<file path="config.mk">
export PLATFORM = sky130hd
export DESIGN_NAME = aes_sub_table
export DESIGN_NICKNAME = d
export VERILOG_FILES = /design/src/rtl/aes_sub_table.sv
export SDC_FILE = /design/constraint.sdc
export NUM_CORES = 1
export LEC_CHECK = 0
export BUFFER_PORTS_ARGS = -buffer_cell sky130_fd_sc_hd__buf_2
export CORE_MARGIN = 5
export CORE_UTILIZATION = 55
export CTS_BUF_LIST = sky130_fd_sc_hd__clkbuf_8
export DETAILED_ROUTE_END_ITERATION = 7
export GPL_TIMING_DRIVEN = 0
export PLACE_DENSITY_LB_ADDON = 0.05
export SLEW_MARGIN = 30
export SYNTH_ARGS = -nofsm -noshare
export SYNTH_HDL_FRONTEND = slang
export SYNTH_SLANG_ARGS = --single-unit
</file>
<file path="constraint.sdc">
create_clock -name clk -period 18.7 [get_ports clk]
set_clock_uncertainty 0.15 [all_clocks]
set_input_delay 3.74 -clock clk [delete_from_list [all_inputs] [get_ports clk]]
set_output_delay 3.74 -clock clk [all_outputs]
set_load 0.01 [all_outputs]
</file>
<file path="src/rtl/aes_sub_table.sv">
`default_nettype none
// ============================================================================
// Module   : aes_sub_table
// Purpose  : AES forward S-box, one byte per clock, registered (1-cycle latency)
// Revision : 1.0
// ============================================================================
module aes_sub_table (
    input  logic       clk,
    input  logic       rst_n,
    input  logic       in_valid,
    input  logic [7:0] in_byte,
    output logic       out_valid,
    output logic [7:0] out_byte
);

    localparam logic [7:0] c_affineConst = 8'h63;
    localparam logic [7:0] c_reducePoly  = 8'h1B;

    // GF(2^8) multiply, modulo x^8+x^4+x^3+x+1
    function automatic logic [7:0] gfMul(input logic [7:0] a, input logic [7:0] b);
        logic [7:0] acc;
        logic [7:0] aa;
        acc = 8'h00;
        aa  = a;
        for (int i = 0; i < 8; i++) begin
            if (b[i]) begin
                acc = acc ^ aa;
            end
            aa = {aa[6:0], 1'b0} ^ (aa[7] ? c_reducePoly : 8'h00);
        end
        return acc;
    endfunction

    // Inverse as a^254 by repeated squaring; 0 maps to 0 naturally.
    function automatic logic [7:0] gfInv(input logic [7:0] a);
        logic [7:0] pw;
        logic [7:0] res;
        pw  = a;
        res = 8'h01;
        for (int i = 0; i < 7; i++) begin
            pw  = gfMul(pw, pw);
            res = gfMul(res, pw);
        end
        return res;
    endfunction

    function automatic logic [7:0] sBox(input logic [7:0] x);
        logic [7:0] b;
        b = gfInv(x);
        return b
             ^ {b[6:0], b[7]}
             ^ {b[5:0], b[7:6]}
             ^ {b[4:0], b[7:5]}
             ^ {b[3:0], b[7:4]}
             ^ c_affineConst;
    endfunction

    logic [7:0] w_subByte;
    logic [7:0] r_outByte;
    logic       r_outValid;

    always_comb begin
        w_subByte = sBox(in_byte);
    end

    always_ff @(posedge clk) begin
        if (!rst_n) begin
            r_outByte  <= 8'h00;
            r_outValid <= 1'b0;
        end else begin
            r_outByte  <= w_subByte;
            r_outValid <= in_valid;
        end
    end

    assign out_byte  = r_outByte;
    assign out_valid = r_outValid;

endmodule
`default_nettype wire

</file>
## Word-level counts from Yosys, hierarchy flattened

Cells that the tools add are included.

| word-level totals | value |
|---|---|
| word-level logic and storage cells | 399 |
| input bits | 11 |
| register bits after elaboration | 9 |

| operators by class | value |
|---|---|
| multiplexer cells | 203 |
| bitwise logic cells | 194 |

Operators with widths:

| operator | count |
|---|---|
| $mux W8 | 105 |
| $xor A8 B8 Y8 | 95 |
| $xor A8 B5 Y8 | 91 |
| $mux W5 | 92 |
| $mux W7 | 1 |
| $not A1 Y1 const A | 7 |
| $mux W6 | 1 |
| $mux W4 | 1 |
| $not A4 Y4 | 1 |
| $mux W3 | 1 |
| $mux W2 | 1 |
| $mux W1 | 1 |

## Depth between registers and ports, before layout

| logic depth | value |
|---|---|
| word-level depth | 132 |
| gate-level depth with buffers | 65 |
| depth with buffers taken out | 55 |

## Worst setup path after synthesis

OpenSTA, ideal clock, no wires.

| timing path | value |
|---|---|
| kind | input port to flip-flop |
| from | input port in_byte[0] |
| to | register r_outByte[5] (netlist: out_byte[5]) |
| path buffers | 8 |
| data arrival time | 17.446 ns |
| data required time | 18.435 ns |
| stages on the path | 63 |
| setup slack | 0.989 ns |
| cell sequence | ha_1 -> buf_2 -> xor2_1 -> mux2i_1 -> xnor2_1 -> clkinv_1 -> ha_1 -> clkbuf_1 -> xnor3_1 -> and2_1 -> mux2i_1 -> a21o_1 -> and2_1 -> inv_1 -> ha_1 -> nand2_1 -> xor2_1 -> xnor2_1 -> [27 not listed] -> buf_2 -> xor2_1 -> xor2_1 -> nor2_1 -> xnor2_1 -> xnor2_1 -> xnor2_1 -> xnor2_1 -> buf_2 -> xor2_1 -> xnor2_1 -> nor3_1 -> a221oi_1 -> xnor3_1 -> xnor3_1 -> xnor3_1 -> xor2_1 -> and2_1 |

| on the way | value |
|---|---|
| word-level cells in the longest chain between the ends | 129 |
| elaborated cells on any way between the ends | 383 |
| classes of those cells | mux (196); bitwise (187) |

Ends and longest elaborated chain:

| element | line | RTL |
|---|---|---|
| from (decl) | 11 | `input logic [7:0] in_byte,` |
| $mux W8 | 26 | `if (b[i]) begin` |
| $xor A8 B8 Y8 | 27 | `acc = acc ^ aa;` |
| $mux W8 | 26 |  |
| $xor A8 B8 Y8 | 27 |  |
| $mux W8 | 26 |  |
| $xor A8 B8 Y8 | 27 |  |
| $mux W8 | 26 |  |
| $xor A8 B8 Y8 | 27 |  |
| [113 not listed] | n/a |  |
| $mux W8 | 26 |  |
| $xor A8 B8 Y8 | 27 |  |
| $mux W8 * | 26 |  |
| $xor A8 B8 Y8 | 51 | `^ {b[6:0], b[7]}` |
| $xor A8 B8 Y8 | 52 | `^ {b[5:0], b[7:6]}` |
| $xor A8 B8 Y8 | 53 | `^ {b[4:0], b[7:5]}` |
| $xor A8 B8 Y8 * | 54 | `^ {b[3:0], b[7:4]}` |
| $not A4 Y4 (no source line) * | n/a |  |
| to (signal assigned) | 71 | `r_outByte <= w_subByte;` |
| to (decl) | 59 | `logic [7:0] r_outByte;` |

Mark *: on every way between the ends. The rest lies on a longest branch, timed or not.
A chain may end at the register's enable or synchronous reset.

## Final worst setup path

| timing path | value |
|---|---|
| from | input port in_byte[0] |
| to | register r_outByte[7] (netlist: out_byte[7]) |

| on the way | value |
|---|---|
| word-level cells in the longest chain between the ends | 127 |
| elaborated cells on any way between the ends | 382 |
| classes of those cells | mux (196); bitwise (186) |

Ends and longest elaborated chain:

| element | line |
|---|---|
| $mux W8 | 26 |
| $xor A8 B8 Y8 | 27 |
| $mux W8 | 26 |
| $xor A8 B8 Y8 | 27 |
| $mux W8 | 26 |
| $xor A8 B8 Y8 | 27 |
| $mux W8 | 26 |
| $xor A8 B8 Y8 | 27 |
| [111 not listed] | n/a |
| $xor A8 B8 Y8 | 27 |
| $mux W8 | 26 |
| $xor A8 B8 Y8 | 27 |
| $mux W8 * | 26 |
| $xor A8 B8 Y8 | 51 |
| $xor A8 B8 Y8 | 52 |
| $xor A8 B8 Y8 | 53 |
| $xor A8 B8 Y8 * | 54 |

Marks and branches as above.

==> flow_metrics.tcl <==
set metrics [dict create \
    outcome "finished, final reports clean" \
    synth_top_flop_cell "dfxtp_1" \
    ctsRootBufferMaster "clkbuf_8" \
    cp_data_required_time_ps 18670 \
    rsz0062_at_grt "yes" \
    layout-drive-gt1-share_pct 16.5 \
    hold_buffers 0 \
    place_inst 2234 \
    antenna_found_initial 0 \
    worstSetupPathDepth 63 \
    cap_viol_max_count 0 \
    clk_pin_slew_worst_paths_ps 40 \
    synth_cells 1882 \
    start_kind "primary input" \
    ys_async_sr_fraction_pct 0 \
    setup_violations 0 \
    critPathMaxFanout 10 \
    wl_per_cell_um 18.9 \
    diodes 0 \
    final_cells 2275 \
    first_global_vias 12753 \
    final_net_count 1959 \
    slew_violations 0 \
    drc 0 \
    tightestPinTransition_ps 1160 \
    cts_made_buffers 3 \
    dr.pass1.iters 7 \
    die_area_um2 29900 \
    gp_routability_congestion 0.922 \
    syn_area_um2 14600 \
    crit_type "in2reg" \
    wl_um 43000 \
    worstPathArrival_ps 17990 \
    synthesis.nets 1900 \
    grt_overflow_total 0 \
    grt_pass1_wl_um 68800 \
    rows 59 \
    endpoint "out_byte[7]$_SDFF_PN0_" \
    fin_crit_sh_pct 96.4 \
    core-area_um2 26100 \
    synth-edff-count 0 \
    min_period_ps 18020 \
    cp_slowest_cell "xnor3_2" \
    area_growth_pct 11.6 \
    chipWidth_um 173 \
    cp-startpoint "in_byte[0]" \
    ctsLongestPathBuffers 2 \
    synth_seq_cells 9 \
    cpMostUsedCell "xnor2_1" \
    critPathTopFamily "XOR/XNOR gates" \
    dpl.hpwl_um 31800 \
    htree_levels 1 \
    route.vias.total 13716 \
    min_path_type "in2reg" \
    grt_max_degree 11 \
    fmax_mhz 55.5 \
    grt_usage_pct 26.9 \
    yosys.cell_types.count 89 \
    start_util_pct 56.0 \
    via_per_inst 6.03 \
    slew_headroom_pct 22.2 \
    io_buffer_count 17 \
    drt-initial-drc-count 1468 \
    ios 20 \
    cts_tree "yes" \
    cp_num_buf_inv 11 \
    die_h_um 173 \
    multi_input_area_um2 14500 \
    critPathMaxStageDelay_ps 530 \
    end_kind "register" \
    ys_warn_count 0 \
    regArea_um2 180 \
    clock_sinks 9 \
    hold_violations 0 \
    postSynthAreaPerCell_um2 7.75 \
    drtAntennaViolNets 0 \
    synth.yosys.seq_area_share_pct 1.24 \
    num-fill-cells 2375 \
]
-- routing by layer --
metal	up-vias	routed length, um	track usage (%)
li1	6552	-	-
met1	6515	19100	38.8
met3	83	2740	2.07
met2	566	20400	44.9
met4	0	770	4.78
met5	-	0	0
-- timing repair --
action                     4_1_cts  5_1_grt
setup endpoints to repair        8        8
pin swaps                        3       26
buffers inserted                 8       30
gates resized for setup         47       98
-- area by class of cell --
type | instances | share of cell area [%]
timing repair buffer | 55 | 2.35
buffer | 128 | 4.14
clock inverter | 1 | 0.0231
multi-input combinational | 1722 | 89.0
sequential | 9 | 1.11
clock buffer | 3 | 0.254
inverter | 22 | 0.515
tap | 335 | 2.57
-- placed cells by master (no fill, tap or decap), types with 43 or more instances in the layout --
| cell type | instances |
|---|---|
| xor2_1 | 91 |
| a21oi_1 | 89 |
| nand3_1 | 43 |
| nand2_1 | 173 |
| clkbuf_1 | 57 |
| nor3_1 | 56 |
| nor2_1 | 251 |
| buf_4 | 57 |
| xnor2_1 | 338 |
| mux2i_1 | 61 |
| buf_2 | 44 |
| xnor2_2 | 68 |
| o21ai_0 | 68 |
| xnor3_1 | 70 |
-- state kept, by name, summed over array words and instances, names as in the netlist --
name,cells
out_valid,1
out_byte,8
-- cells in the mapped netlist (all sizes together) (10+ instances only) --
| cell type | n | area (um^2) |
|---|---|---|
| xnor2 | 434 | 4360 |
| nor2 | 254 | 956 |
| nand2 | 173 | 649 |
| xor2 | 124 | 1250 |
| a21oi | 92 | 464 |
| o21ai | 91 | 455 |
| xnor3 | 82 | 1860 |
| clkbuf | 77 | 289 |
| mux2i | 65 | 651 |
| nor3 | 58 | 295 |
| buf | 52 | 337 |
| nand3 | 43 | 215 |
| o22ai | 31 | 213 |
| and2 | 23 | 144 |
| nand2b | 21 | 131 |
| a31oi | 20 | 125 |
| inv | 20 | 75.1 |
| a211oi | 14 | 110 |
| nor2b | 14 | 95.1 |
| o21a | 12 | 90.1 |
| xor3 | 11 | 265 |
| a22oi | 10 | 80.1 |
| mux2 | 10 | 113 |
| o211ai | 10 | 75.1 |
-- stage by stage --
step | setup WS, ps | hold slack [ps] | setup TNS, ps | utilization [%] | cell area (um^2)
6_report | 678 | 3580 | 0 | 62.5 | 16300
5_1_grt | -38.8 | 3580 | -198 | 62.5 | 16300
4_1_cts | 56.9 | 3580 | 0 | 59.3 | 15500
3_5_place_dp | -2390 | 3800 | -18290 | 58.0 | 15100
3_3_place_gp | -2380 | 3800 | -18180 | 57.9 | 15100
2_1_floorplan | 989 | 3710 | 0 | - | 14600
-- logic make-up (layout without fill, tap and decap cells) --
logic type | count (synthesis) | count (layout) | synth area share [%]
xor+xnor | 651 | 651 | 53.1
mux | 75 | 75 | 5.23
compound gates | 358 | 358 | 15.8
simple gates | 630 | 630 | 19.1
fa+ha+maj | 8 | 8 | 0.669
flops | 9 | 9 | 1.24
buf+inv | 151 | 209 | 4.86
-- how the worst min path moves through the flow --
stage               startpoint  cells after the start                endpoint  slack (ps)
floorplan                rst_n                      1  out_byte[0]$_SDFF_PN0_        3710
global placement      in_valid                      2    out_valid$_SDFF_PN0_        3800
detailed placement    in_valid                      2    out_valid$_SDFF_PN0_        3800
CTS                   in_valid                      2    out_valid$_SDFF_PN0_        3580
global route          in_valid                      2    out_valid$_SDFF_PN0_        3580
finish                in_valid                      2    out_valid$_SDFF_PN0_        3580
Power is left out: the tool's default activity adds up to more than one toggle a clock period on the data nets, which glitch-free logic cannot reach.
